`config.mk`:
```
export PLATFORM = sky130hd
export DESIGN_NAME = spi_slave_rx
export DESIGN_NICKNAME = d
export VERILOG_FILES = /design/src/rtl/spi_slave_rx.sv
export SDC_FILE = /design/constraint.sdc
export NUM_CORES = 1
export LEC_CHECK = 0
export CAP_MARGIN = 0
export CORE_MARGIN = 2
export CORE_UTILIZATION = 27
export CTS_BUF_LIST = sky130_fd_sc_hd__clkbuf_16
export DETAILED_ROUTE_END_ITERATION = 7
export GPL_TIMING_DRIVEN = 0
export PLACE_DENSITY_LB_ADDON = 0.1
export SYNTH_ARGS = -nofsm -noshare
export SYNTH_HDL_FRONTEND = slang
export SYNTH_SLANG_ARGS = --single-unit
export TNS_END_PERCENT = 10
```
`constraint.sdc`:
```
create_clock -name clk -period 1.8 [get_ports clk]
set_input_delay 0.36 -clock clk [delete_from_list [all_inputs] [get_ports clk]]
set_output_delay 0.36 -clock clk [all_outputs]
set_load 0.02 [all_outputs]
```
`src/rtl/spi_slave_rx.sv`:
```
//------------------------------------------------------------------------------
// Module  : spi_slave_rx
// Brief   : SPI mode-0 slave receiver; oversampled, MSB-first, frames bytes into words.
// Rev     : 1.0 - initial release
//------------------------------------------------------------------------------
`timescale 1ns/1ps
`default_nettype none

module spi_slave_rx #(
    parameter int SYNC_STAGES     = 2,
    parameter int BYTES_PER_FRAME = 2
) (
    input  logic                         clk,
    input  logic                         reset,
    input  logic                         sclk,
    input  logic                         mosi,
    input  logic                         ss_n,
    output logic                         miso,
    input  logic [7:0]                   tx_status,
    output logic [7:0]                   rx_byte,
    output logic                         rx_byte_valid,
    output logic [8*BYTES_PER_FRAME-1:0] rx_word,
    output logic                         rx_word_valid,
    output logic                         frame_err,
    output logic                         busy
);

    localparam int W           = 8 * BYTES_PER_FRAME;
    localparam int BCW         = (BYTES_PER_FRAME > 1) ? $clog2(BYTES_PER_FRAME) : 1;
    localparam int INIT_CYCLES = SYNC_STAGES + 1;
    localparam int ICW         = $clog2(INIT_CYCLES + 1);
    localparam logic [BCW-1:0] LAST_BYTE = BCW'(BYTES_PER_FRAME - 1);

    typedef enum logic [0:0] {
        IDLE = 1'b0,
        RECV = 1'b1
    } state_t;

    state_t                 state_q, state_d;
    logic [SYNC_STAGES-1:0] sclk_sync_q, sclk_sync_d;
    logic [SYNC_STAGES-1:0] ss_sync_q, ss_sync_d;
    logic [SYNC_STAGES-1:0] mosi_sync_q, mosi_sync_d;
    logic                   sclk_hist_q, sclk_hist_d;
    logic                   ss_hist_q, ss_hist_d;
    logic [ICW-1:0]         init_cnt_q, init_cnt_d;
    logic                   armed_q, armed_d;
    logic [2:0]             bit_cnt_q, bit_cnt_d;
    logic [BCW-1:0]         byte_cnt_q, byte_cnt_d;
    logic [6:0]             rx_shift_q, rx_shift_d;
    logic [W-1:0]           word_shift_q, word_shift_d;
    logic [7:0]             tx_shift_q, tx_shift_d;
    logic                   tx_skip_q, tx_skip_d;
    logic [7:0]             rx_byte_q, rx_byte_d;
    logic [W-1:0]           rx_word_q, rx_word_d;
    logic                   rx_byte_valid_q, rx_byte_valid_d;
    logic                   rx_word_valid_q, rx_word_valid_d;
    logic                   frame_err_q, frame_err_d;

    logic       sclk_s, ss_s, mosi_s;
    logic       s_rise, s_fall, sel_fall, sel_rise;
    logic       init_done;
    logic [7:0] byte_next;
    logic [W-1:0] word_next;

    assign sclk_s    = sclk_sync_q[SYNC_STAGES-1];
    assign ss_s      = ss_sync_q[SYNC_STAGES-1];
    assign mosi_s    = mosi_sync_q[SYNC_STAGES-1];
    assign s_rise    = sclk_s & ~sclk_hist_q;
    assign s_fall    = ~sclk_s & sclk_hist_q;
    assign sel_fall  = ~ss_s & ss_hist_q;
    assign sel_rise  = ss_s & ~ss_hist_q;
    assign init_done = (init_cnt_q == ICW'(INIT_CYCLES));
    assign byte_next = {rx_shift_q, mosi_s};
    assign word_next = W'({word_shift_q, byte_next});

    always_comb begin
        state_d         = state_q;
        sclk_sync_d     = {sclk_sync_q[SYNC_STAGES-2:0], sclk};
        ss_sync_d       = {ss_sync_q[SYNC_STAGES-2:0], ss_n};
        mosi_sync_d     = {mosi_sync_q[SYNC_STAGES-2:0], mosi};
        sclk_hist_d     = sclk_s;
        ss_hist_d       = ss_s;
        init_cnt_d      = init_done ? init_cnt_q : init_cnt_q + 1'b1;
        // A frame may only open once ss_n has been seen high with real samples,
        // so a select already low at reset release is not taken as a new frame.
        armed_d         = armed_q | (init_done & ss_s);
        bit_cnt_d       = bit_cnt_q;
        byte_cnt_d      = byte_cnt_q;
        rx_shift_d      = rx_shift_q;
        word_shift_d    = word_shift_q;
        tx_shift_d      = tx_shift_q;
        tx_skip_d       = tx_skip_q;
        rx_byte_d       = rx_byte_q;
        rx_word_d       = rx_word_q;
        rx_byte_valid_d = 1'b0;
        rx_word_valid_d = 1'b0;
        frame_err_d     = 1'b0;

        case (state_q)
            IDLE: begin
                if (sel_fall && armed_q) begin
                    state_d    = RECV;
                    bit_cnt_d  = '0;
                    byte_cnt_d = '0;
                    tx_shift_d = tx_status;
                    tx_skip_d  = 1'b0;
                end
            end
            RECV: begin
                if (s_rise) begin
                    rx_shift_d = byte_next[6:0];
                    bit_cnt_d  = bit_cnt_q + 3'd1;
                    if (bit_cnt_q == 3'd7) begin
                        rx_byte_d       = byte_next;
                        rx_byte_valid_d = 1'b1;
                        word_shift_d    = word_next;
                        tx_shift_d      = tx_status;
                        tx_skip_d       = 1'b1;
                        if (byte_cnt_q == LAST_BYTE) begin
                            byte_cnt_d      = '0;
                            rx_word_d       = word_next;
                            rx_word_valid_d = 1'b1;
                        end else begin
                            byte_cnt_d = byte_cnt_q + 1'b1;
                        end
                    end
                end else if (s_fall) begin
                    // The fall right after a byte-boundary reload must keep bit 7.
                    if (tx_skip_q) begin
                        tx_skip_d = 1'b0;
                    end else begin
                        tx_shift_d = {tx_shift_q[6:0], 1'b0};
                    end
                end
                if (sel_rise) begin
                    state_d     = IDLE;
                    frame_err_d = (bit_cnt_d != 3'd0) || (byte_cnt_d != '0);
                end
            end
            default: state_d = IDLE;
        endcase
    end

    always_ff @(posedge clk or negedge reset) begin
        if (!reset) begin
            state_q         <= IDLE;
            sclk_sync_q     <= '0;
            ss_sync_q       <= '1;
            mosi_sync_q     <= '0;
            sclk_hist_q     <= 1'b0;
            ss_hist_q       <= 1'b1;
            init_cnt_q      <= '0;
            armed_q         <= 1'b0;
            bit_cnt_q       <= '0;
            byte_cnt_q      <= '0;
            rx_shift_q      <= '0;
            word_shift_q    <= '0;
            tx_shift_q      <= '0;
            tx_skip_q       <= 1'b0;
            rx_byte_q       <= '0;
            rx_word_q       <= '0;
            rx_byte_valid_q <= 1'b0;
            rx_word_valid_q <= 1'b0;
            frame_err_q     <= 1'b0;
        end else begin
            state_q         <= state_d;
            sclk_sync_q     <= sclk_sync_d;
            ss_sync_q       <= ss_sync_d;
            mosi_sync_q     <= mosi_sync_d;
            sclk_hist_q     <= sclk_hist_d;
            ss_hist_q       <= ss_hist_d;
            init_cnt_q      <= init_cnt_d;
            armed_q         <= armed_d;
            bit_cnt_q       <= bit_cnt_d;
            byte_cnt_q      <= byte_cnt_d;
            rx_shift_q      <= rx_shift_d;
            word_shift_q    <= word_shift_d;
            tx_shift_q      <= tx_shift_d;
            tx_skip_q       <= tx_skip_d;
            rx_byte_q       <= rx_byte_d;
            rx_word_q       <= rx_word_d;
            rx_byte_valid_q <= rx_byte_valid_d;
            rx_word_valid_q <= rx_word_valid_d;
            frame_err_q     <= frame_err_d;
        end
    end

    assign miso          = (state_q == RECV) ? tx_shift_q[7] : 1'b0;
    assign busy          = (state_q == RECV);
    assign rx_byte       = rx_byte_q;
    assign rx_word       = rx_word_q;
    assign rx_byte_valid = rx_byte_valid_q;
    assign rx_word_valid = rx_word_valid_q;
    assign frame_err     = frame_err_q;

endmodule

`default_nettype wire

```
Yosys cells after proc, flatten, opt, wreduce, memory -nomap -nowiden
Cells that the tools add are included.
{"block": "totals", "out_inout_bits": 29, "word_cells": 80, "ff_bits": 67}
{"block": "op_classes", "bitwise_logic": 11, "addsub": 3, "reduce_logical": 8, "n_mux": 33, "n_eq_ne": 6}
{"operator": "$mux W8", "n": 5}
{"operator": "$mux W1", "n": 20}
{"operator": "$pmux W8 S2", "n": 1}
{"operator": "$mux W3", "n": 3}
{"operator": "$reduce_and A4 Y1", "n": 2}
{"operator": "$ne A3 B2 Y1 const B", "n": 2}
{"operator": "$pmux W1 S2", "n": 3}
{"operator": "$pmux W3 S2", "n": 1}
{"operator": "$reduce_and A3 Y1", "n": 2}
{"operator": "$and A1 B1 Y1", "n": 5}
{"operator": "$not A1 Y1", "n": 5}
{"operator": "$add A3 B1 Y3 const B", "n": 1}
{"operator": "$eq A3 B3 Y1 const B", "n": 1}
{"operator": "$ne A3 B1 Y1 const B", "n": 1}
{"operator": "$reduce_bool A3 Y1", "n": 1}
{"operator": "$add A2 B1 Y2 const B", "n": 1}
{"operator": "$eq A2 B2 Y1 const B", "n": 1}
{"operator": "$ne A2 B2 Y1 const B", "n": 1}
{"operator": "$reduce_and A2 Y1", "n": 1}
{"operator": "$add A1 B1 Y1 const B", "n": 1}
{"operator": "$logic_and A1 B1 Y1", "n": 1}
{"operator": "$logic_or A1 B1 Y1", "n": 1}
{"operator": "$or A1 B1 Y1", "n": 1}

Logic depth before layout (Yosys ltp)
Gate-level depths: netlist (run 1).
{"block": "depth", "ltp_word": 8, "ltp_mapped": 7}

Worst setup path after synthesis (run 1)
Ideal clock, no wire load.
{"block": "synth_timing", "path_kind": "flip-flop to flip-flop", "startpoint": "register bit_cnt_q[0]", "endpoint": "register rx_word_q[10] (netlist: rx_word[10])", "path_buffers": 2, "path_slack_ns": -0.033, "arrival_ns": 1.708, "required_time_ns": 1.675, "setup_ns": 0.125, "period_less_slack_ns": 1.833, "stages_incl_launch_ff": 8, "path_cell_list": "dfrtp_1 -> ha_1 -> ha_1 -> and4b_1 -> buf_4 -> nand2_4 -> buf_6 -> mux2_4"}
{"block": "synth_between", "elab_chain_len": 2}
{"element": "start: declaration", "line_no": "47", "rtl": "logic [2:0] bit_cnt_q, bit_cnt_d;"}
{"element": "start signal: assignment", "line_no": "174", "rtl": "bit_cnt_q <= bit_cnt_d;"}
{"element": "$eq A3 B3 Y1", "line_no": "113", "rtl": "if (bit_cnt_q == 3'd7) begin"}
{"element": "$reduce_and A4 Y1 (no source line)"}
{"element": "end signal: assignment", "line_no": "181", "rtl": "rx_word_q <= rx_word_d;"}
{"element": "end: declaration", "line_no": "54", "rtl": "logic [W-1:0] rx_word_q, rx_word_d;"}
No other way between the ends.
A chain may end at the register's enable or synchronous reset.

Worst setup path in the final report (run 1)
{"block": "layout_timing", "startpoint": "register bit_cnt_q[1]", "endpoint": "register rx_word_q[9] (netlist: rx_word[9])"}
The elaborated chain is that of the path after synthesis.

==> flow_summary_export.csv, run 1 <==
group,metric,value,unit
worst_setup_path,crit_end,"rx_word[9]",
global_route,grt_overflow_total,0,
power,leakagePower,1.58,nW
detailed_routing,drt_iter0_markers,57,
worst_setup_path,worst_ep_required_time,2.00,ns
detailed_routing,drcViolationCount,0,
detailed_routing,detail_route.vias_per_cell,4.54,
worst_setup_path,setup.worst_path.start,"bit_cnt_q[1]",
worst_setup_path,worstRegToRegCells,8,
final_layout,areaGrowthSynthToFinish,46.1,%
sta,final_max_slew_viol_count,0,
global_route,grt_first_pass_wirelength,8770,µm
place,dp.final_hpwl,3200,µm
sta,maxClockFrequency,0.550,GHz
logic_synthesis,syn-mean-instance-area,14.1,µm²
final_layout,area_occupied_by_multi_input_gates,953,µm²
min_path,holdCritPathClass,"input pin to asynchronous set/reset pin",
sta,finalCritPeriodShare,101,%
final_layout,num-nets-final,250,
floorplan,row_count,34,
logic_synthesis,ys_top_cells_by_area,"dfrtp_1 58%, mux2_2 10%, mux2_4 6.2%",
floorplan,overall_die_width,98.8,µm
clock_network,cts_inserted_buffers,9,
outcome,violations,"negative setup slack",
detailed_routing,routed_wl,5160,µm
worst_setup_path,critical_path.reg2reg.startpoint,"bit_cnt_q[1]",
worst_setup_path,crit_fanout,5,
sta,worst_hold_slack,0.108,ns
detailed_routing,firstDrtPassIters,4,
logic_synthesis,synth.lib_cells_used.distinct,33,
detailed_routing,vias,1571,
sta,timing_hold_violations_final,0,
clock_network,cts.clk_slew.worst_paths,0.05,ns
logic_synthesis,synth.ff_latch_count,59,
clock_network,cts_root_buf,"clkbuf_16",
clock_network,clock_insertion_delay_worst_skew,0.32,ns
global_route,pin_count_of_the_biggest_net_entering_global_routing,60,
floorplan,die-height,98.8,µm
worst_setup_path,worstSetupStartpointType,"flop",
final_layout,register_area,1480,µm²
outcome,status,"complete, but fails checks",
worst_setup_path,regToRegSetupSlack,-0.02,ns
final_layout,drive_gt1_share,33.6,%
worst_setup_path,crit_path_end_kind,"flop",
power,irDropWorstVdd,0.574,mV
logic_synthesis,synth_sequential_area_ratio,61.0,%
logic_synthesis,synth_area,2420,µm²
global_route,antenna_violations_before_repair,0,
logic_synthesis,syn_inst,172,
sta,finalClockSkew,0.00670,ns
floorplan,floorplan.initialDensity,27.8,%
place,port-buffer-count,41,
sta,timing.max_slew.rel_slack,50.6,%
clock_network,tritoncts,"done",
worst_setup_path,timing.rr.end,"rx_word[9]",
detailed_routing,wire_per_inst,14.9,µm
logic_synthesis,post-synth-top-area-cell,"dfrtp_1",
place,place_area,2980,µm²
flow_run,max-cap-violations,0,
sta,worst_pin_slew,0.741,ns
logic_synthesis,synth.top_cell.area_share,57.8,%
final_layout,layout_common_cells,"56 x dfrtp_1, 39 x clkdlybuf4s50_1, 22 x mux2_2",
clock_network,cts_htree_levels,3,
final_layout,final_cell_area,3540,µm²
floorplan,core,8720,µm²
power,power_density,1160,nW/µm²
final_layout,n_fill_cell,802,
floorplan,design.die.area,9750,µm²
worst_setup_path,crit_type,"flop to flop",
final_layout,layout_commonest_cell,"dfrtp_1",
global_route,number_of_global_route_vias_before_repair,1678,
floorplan,io_pins,42,
clock_network,cts.path.max_buffers,2,
sta,setup_violations,8,
worst_setup_path,worst_ep_arrival_time,2.02,ns
final_layout,insertedDiodeCount,0,
sta,rsz0062_at_grt,"true",
clock_network,numClockSinks,59,
sta,final_critical_path_setup_slack,-0.0167,ns
logic_synthesis,postSynthNetCount,189,
logic_synthesis,synth-warning-count,0,
sta,period_minus_slack,1.82,ns
global_route,grtUsageTotal,11.7,%
place,final_gp_congestion,0.679,
detailed_routing,antenna_violating_nets_post_route,0,
==> metal layers <==
| layer | share of wire (%) | vias up | global-route usage [%] |
|---|---|---|---|
| met4 | 1.2 | 0 | 4.11 |
| li1 | - | 759 | - |
| met3 | 4.7 | 7 | 4.68 |
| met5 | 0 | - | 0 |
| met2 | 45 | 33 | 16.6 |
| met1 | 49 | 772 | 16.4 |
==> state kept, by name (all words and copies together), names as in the netlist <==
register       flops
armed_q            1
bit_cnt_q          3
busy               1
byte_cnt_q         1
frame_err          1
init_cnt_q         2
mosi_sync_q        2
rx_byte            8
rx_byte_valid      1
rx_shift_q         7
rx_word           16
rx_word_valid      1
sclk_hist_q        1
sclk_sync_q        2
ss_hist_q          1
ss_sync_q          2
tx_shift_q         8
tx_skip_q          1
==> final cells by class <==
| class | count | area share, % |
|---|---|---|
| Inverter | 5 | 0.530 |
| Clock buffer | 9 | 6.36 |
| Buffer | 11 | 2.82 |
| Multi-Input combinational cell | 97 | 26.9 |
| Timing Repair Buffer | 50 | 14.5 |
| Clock inverter | 7 | 3.25 |
| Tap cell | 108 | 3.81 |
| Sequential cell | 59 | 41.8 |
==> stage by stage <==
step                      TNS, ns  worst slack (ns)  util, %  total power, mW  instances
after detailed placement    -2.44            -0.215     34.1             2.11        321
after CTS                  -0.102           -0.0154     39.6             4.13        346
after global placement    -104.64             -1.77     34.1             2.10        321
final                     -0.0877           -0.0167     40.6             4.13        346
after floorplan                 0            0.0134        -             1.92        172
after global routing        -1.19           -0.0957     40.6             4.35        346
==> worst max-delay path: stages, from the launching register on <==
cell and delay [ns]:
dfrtp_1 0.38, ha_2 0.21, ha_4 0.17, and4b_1 0.20, buf_6 0.14, nand2_8 0.07
buf_12 0.11, buf_12 0.12, mux2_4 0.29
==> logic make-up after synthesis <==
group | share of synthesized area, %
compound gates | 8.10
xor+xnor | 0.723
fa+ha+maj | 2.06
buf+inv | 3.66
flops | 61.0
mux | 17.6
simple gates | 6.76
==> power by group <==
group	switching [mW]	total (mW)	leakage (nW)	internal (mW)
clock	0.603	1.95	0.163	1.35
sequential	0.152	1.65	0.748	1.50
combinational	0.227	0.527	0.668	0.300
==> synthesized netlist by cell type, drive strengths merged <==
master / count
a21o: 1
buf: 8
o41ai: 3
dfrtp: 56
nand2b: 1
nor2b: 1
mux2: 32
dfstp: 3
a22o: 2
or3: 1
nor4bb: 2
and4b: 1
nand2: 3
nand3b: 1
nor4: 7
nand3: 7
inv: 5
o2bb2ai: 3
and2: 1
clkbuf: 3
a21oi: 1
xnor2: 2
a2111oi: 1
mux2i: 3
ha: 4
o21ai: 11
a31oi: 8
nor2: 1
==> how the worst min path moves through the flow <==
stage / slack [ns] / cells after the start / start / end
global placement: 0.34 / 0 / mosi_sync_q[0] / mosi_sync_q[1]
global route: 0.17 / 1 / reset / bit_cnt_q[1]
CTS: 0.15 / 1 / reset / bit_cnt_q[0]
detailed placement: 0.34 / 0 / mosi_sync_q[0] / mosi_sync_q[1]
floorplan: 0.06 / 0 / reset / armed_q
finish: 0.11 / 1 / reset / rx_word[12]
==> repair_timing <==
| action | in CTS | in global routing |
|---|---|---|
| gates resized for setup | 12 | 17 |
| buffers inserted | 8 | 0 |
| gates cloned | 1 | 0 |
| hold buffers | 0 | 0 |
| endpoints found under the setup margin | 26 | 19 |
| pin swaps | 1 | 3 |
Note: power is estimated with default switching activity, not from simulation.
==> run 2, diff against run 1 <==
CORE_UTILIZATION = 40   (was 27)
==> run 2 against run 1 <==
Compared with the run above: the flow now finishes without violations; count of clock-buffer cells in the layout is the same; critical path depth decreased by 1; combinational power down 8.2%; critical path type unchanged; non-clock buffer count decreased by 3; clock power is 18% lower; largest power group is now registers; highest routed layer unchanged; design area decreased by 6.3%; global-route usage grew 4.2 points; die area decreased by 31%; final cell count decreased by 11%.
==> flow_summary_export.csv, run 2 (synthesis gave the netlist of run 1 again) <==
group,metric,value,unit
power,power_density,1120,nW/µm²
final_layout,layout_common_cells,"56 x dfrtp_1, 39 x clkdlybuf4s50_1, 22 x mux2_2",
min_path,holdCritPathClass,"flop to flop",
power,report.power.total,3.72,mW
global_route,grtUsageTotal,16.0,%
worst_setup_path,critical_path_buffer_and_inverter_count,2,
clock_network,cts_root_buf,"clkbuf_16",
worst_setup_path,crit_type,"flop to flop",
clock_network,cts_inserted_buffers,9,
detailed_routing,routed_wl,4730,µm
global_route,grt_util_met1,20.3,%
clock_network,cts_htree_levels,3,
final_layout,largest_reg_flops,16,
global_route,grt.busiest_layer,"met2",
final_layout,areaGrowthSynthToFinish,36.9,%
power,share_comb_of_total_power,13.0,%
sta,maxClockFrequency,0.575,GHz
sta,timing_hold_violations_final,0,
place,dp.cells,289,
floorplan,overall_die_width,81.9,µm
detailed_routing,wire_per_inst,15.3,µm
floorplan,core,5890,µm²
clock_network,cts.path.max_buffers,2,
final_layout,layoutNonFillerInstCount,309,
place,port-buffer-count,41,
global_route,number_of_global_route_vias_before_repair,1643,
power,leakagePower,1.52,nW
sta,rsz0062_at_grt,"true",
flow_run,max-cap-violations,0,
power,irDropWorstVdd,0.570,mV
worst_setup_path,crit_slowest_cell,"dfrtp_1",
power,pwr-share-clk,43.2,%
detailed_routing,antenna_violating_nets_post_route,0,
outcome,status,"complete, no violations",
power,power.share.sequential,43.8,%
final_layout,final_core_utilization,56.4,%
floorplan,row_count,28,
final_layout,num-nets-final,247,
global_route,global_route.usage.met2,24.9,%
worst_setup_path,worstSetupStartpointType,"flop",
sta,finalClockSkew,0.00851,ns
sta,final_max_slew_viol_count,0,
sta,worst_pin_slew,0.463,ns
floorplan,die-height,81.9,µm
final_layout,layout_commonest_cell,"dfrtp_1",
power,p_int,2.81,mW
global_route,grtUsageMet3,5.27,%
global_route,grt_overflow_total,0,
worst_setup_path,slowest_delay,0.38,ns
sta,timing.max_slew.rel_slack,69.0,%
worst_setup_path,critical_path_cell_sequence,"ha_2 > ha_2 > and4b_1 > buf_6 > nand2_8 > buf_12 > mux2_4",
worst_setup_path,cpMostUsedCell,"ha_2",
floorplan,design.die.area,6700,µm²
power,power.switching_fraction,24.4,%
detailed_routing,drcViolationCount,0,
floorplan,floorplan.initialDensity,41.2,%
worst_setup_path,crit_fanout,8,
detailed_routing,detail_route.vias_per_cell,5.12,
detailed_routing,vias,1583,
detailed_routing,firstDrtPassIters,4,
power,netSwitchingPower,908,µW
global_route,pin_count_of_the_biggest_net_entering_global_routing,44,
detailed_routing,drt_iter0_markers,48,
final_layout,insertedDiodeCount,0,
floorplan,io_pins,42,
clock_network,clock_insertion_delay_worst_skew,0.32,ns
worst_setup_path,worst_ep_required_time,1.99,ns
clock_network,tritoncts,"done",
final_layout,n_fill_cell,498,
sta,setup_violations,0,
global_route,grt_first_pass_wirelength,7930,µm
worst_setup_path,critical_path.top_delay_family,"flip-flops",
global_route,antenna_violations_before_repair,0,
final_layout,drive_gt1_share,28.6,%
sta,tns,0,ns
place,final_gp_congestion,0.792,
place,dp.final_hpwl,3200,µm
sta,finalCritPeriodShare,96.6,%
final_layout,register_area,1480,µm²
clock_network,cts.clk_slew.worst_paths,0.05,ns
worst_setup_path,crit_path_end_kind,"flop",
final_layout,area_occupied_by_multi_input_gates,871,µm²
sta,period_minus_slack,1.74,ns
worst_setup_path,worst_ep_arrival_time,1.93,ns
clock_network,numClockSinks,59,
==> run 2: final timing paths <==
path,startpoint,endpoint,slack [ns],cells after the start
max,bit_cnt_q[0],rx_word[13],0.06,7
min,ss_sync_q[0],ss_sync_q[1],0.35,0
max reg2reg,bit_cnt_q[0],rx_word[13],0.06,7
min reg2reg,ss_sync_q[0],ss_sync_q[1],0.35,0
max in group asynchronous,reset,ss_hist_q,0.67,3
min in group asynchronous,reset,rx_word[7],0.50,2
==> run 2: repair_timing <==
| item | CTS | global route |
|---|---|---|
| resized for setup | 10 | 4 |
| endpoints found under the hold margin | 16 | 0 |
| buffers inserted | 3 | 0 |
| hold buffers | 1 | 0 |
| setup endpoints to repair | 21 | 17 |
| cloned | 1 | 0 |
==> run 2: final cells by class <==
cell class,count,share of cell area [%]
buffer,11,2.79
clock buffer,9,6.78
clock inverter,6,1.73
inverter,5,0.565
multi-input combinational,97,26.2
sequential,59,44.6
tap,75,2.83
timing repair buffer,47,14.5
==> run 2: power by group through the flow <==
stage,sequential (mW),combinational (mW),clock [mW]
3_3_place_gp,1.64,0.421,0
6_report,1.63,0.484,1.60
5_1_grt,1.65,0.545,1.73
4_1_cts,1.63,0.491,1.65
2_1_floorplan,1.63,0.291,0
3_5_place_dp,1.66,0.450,0
==> run 2: metal layers <==
layer	vias up	part of all wire, %
li1	756	-
met1	776	47
met2	47	48
met3	4	5.3
met4	0	0.59
met5	-	0
==> run 2: metrics by stage <==
stage	area, µm²	setup slack (ns)	hold slack, ns
floorplan	2430	0.0134	0.0644
global placement	2940	-1.33	0.333
detailed placement	2950	-0.203	0.310
CTS	3320	0.0122	0.354
global route	3320	-0.00919	0.358
finish	3320	0.0613	0.353
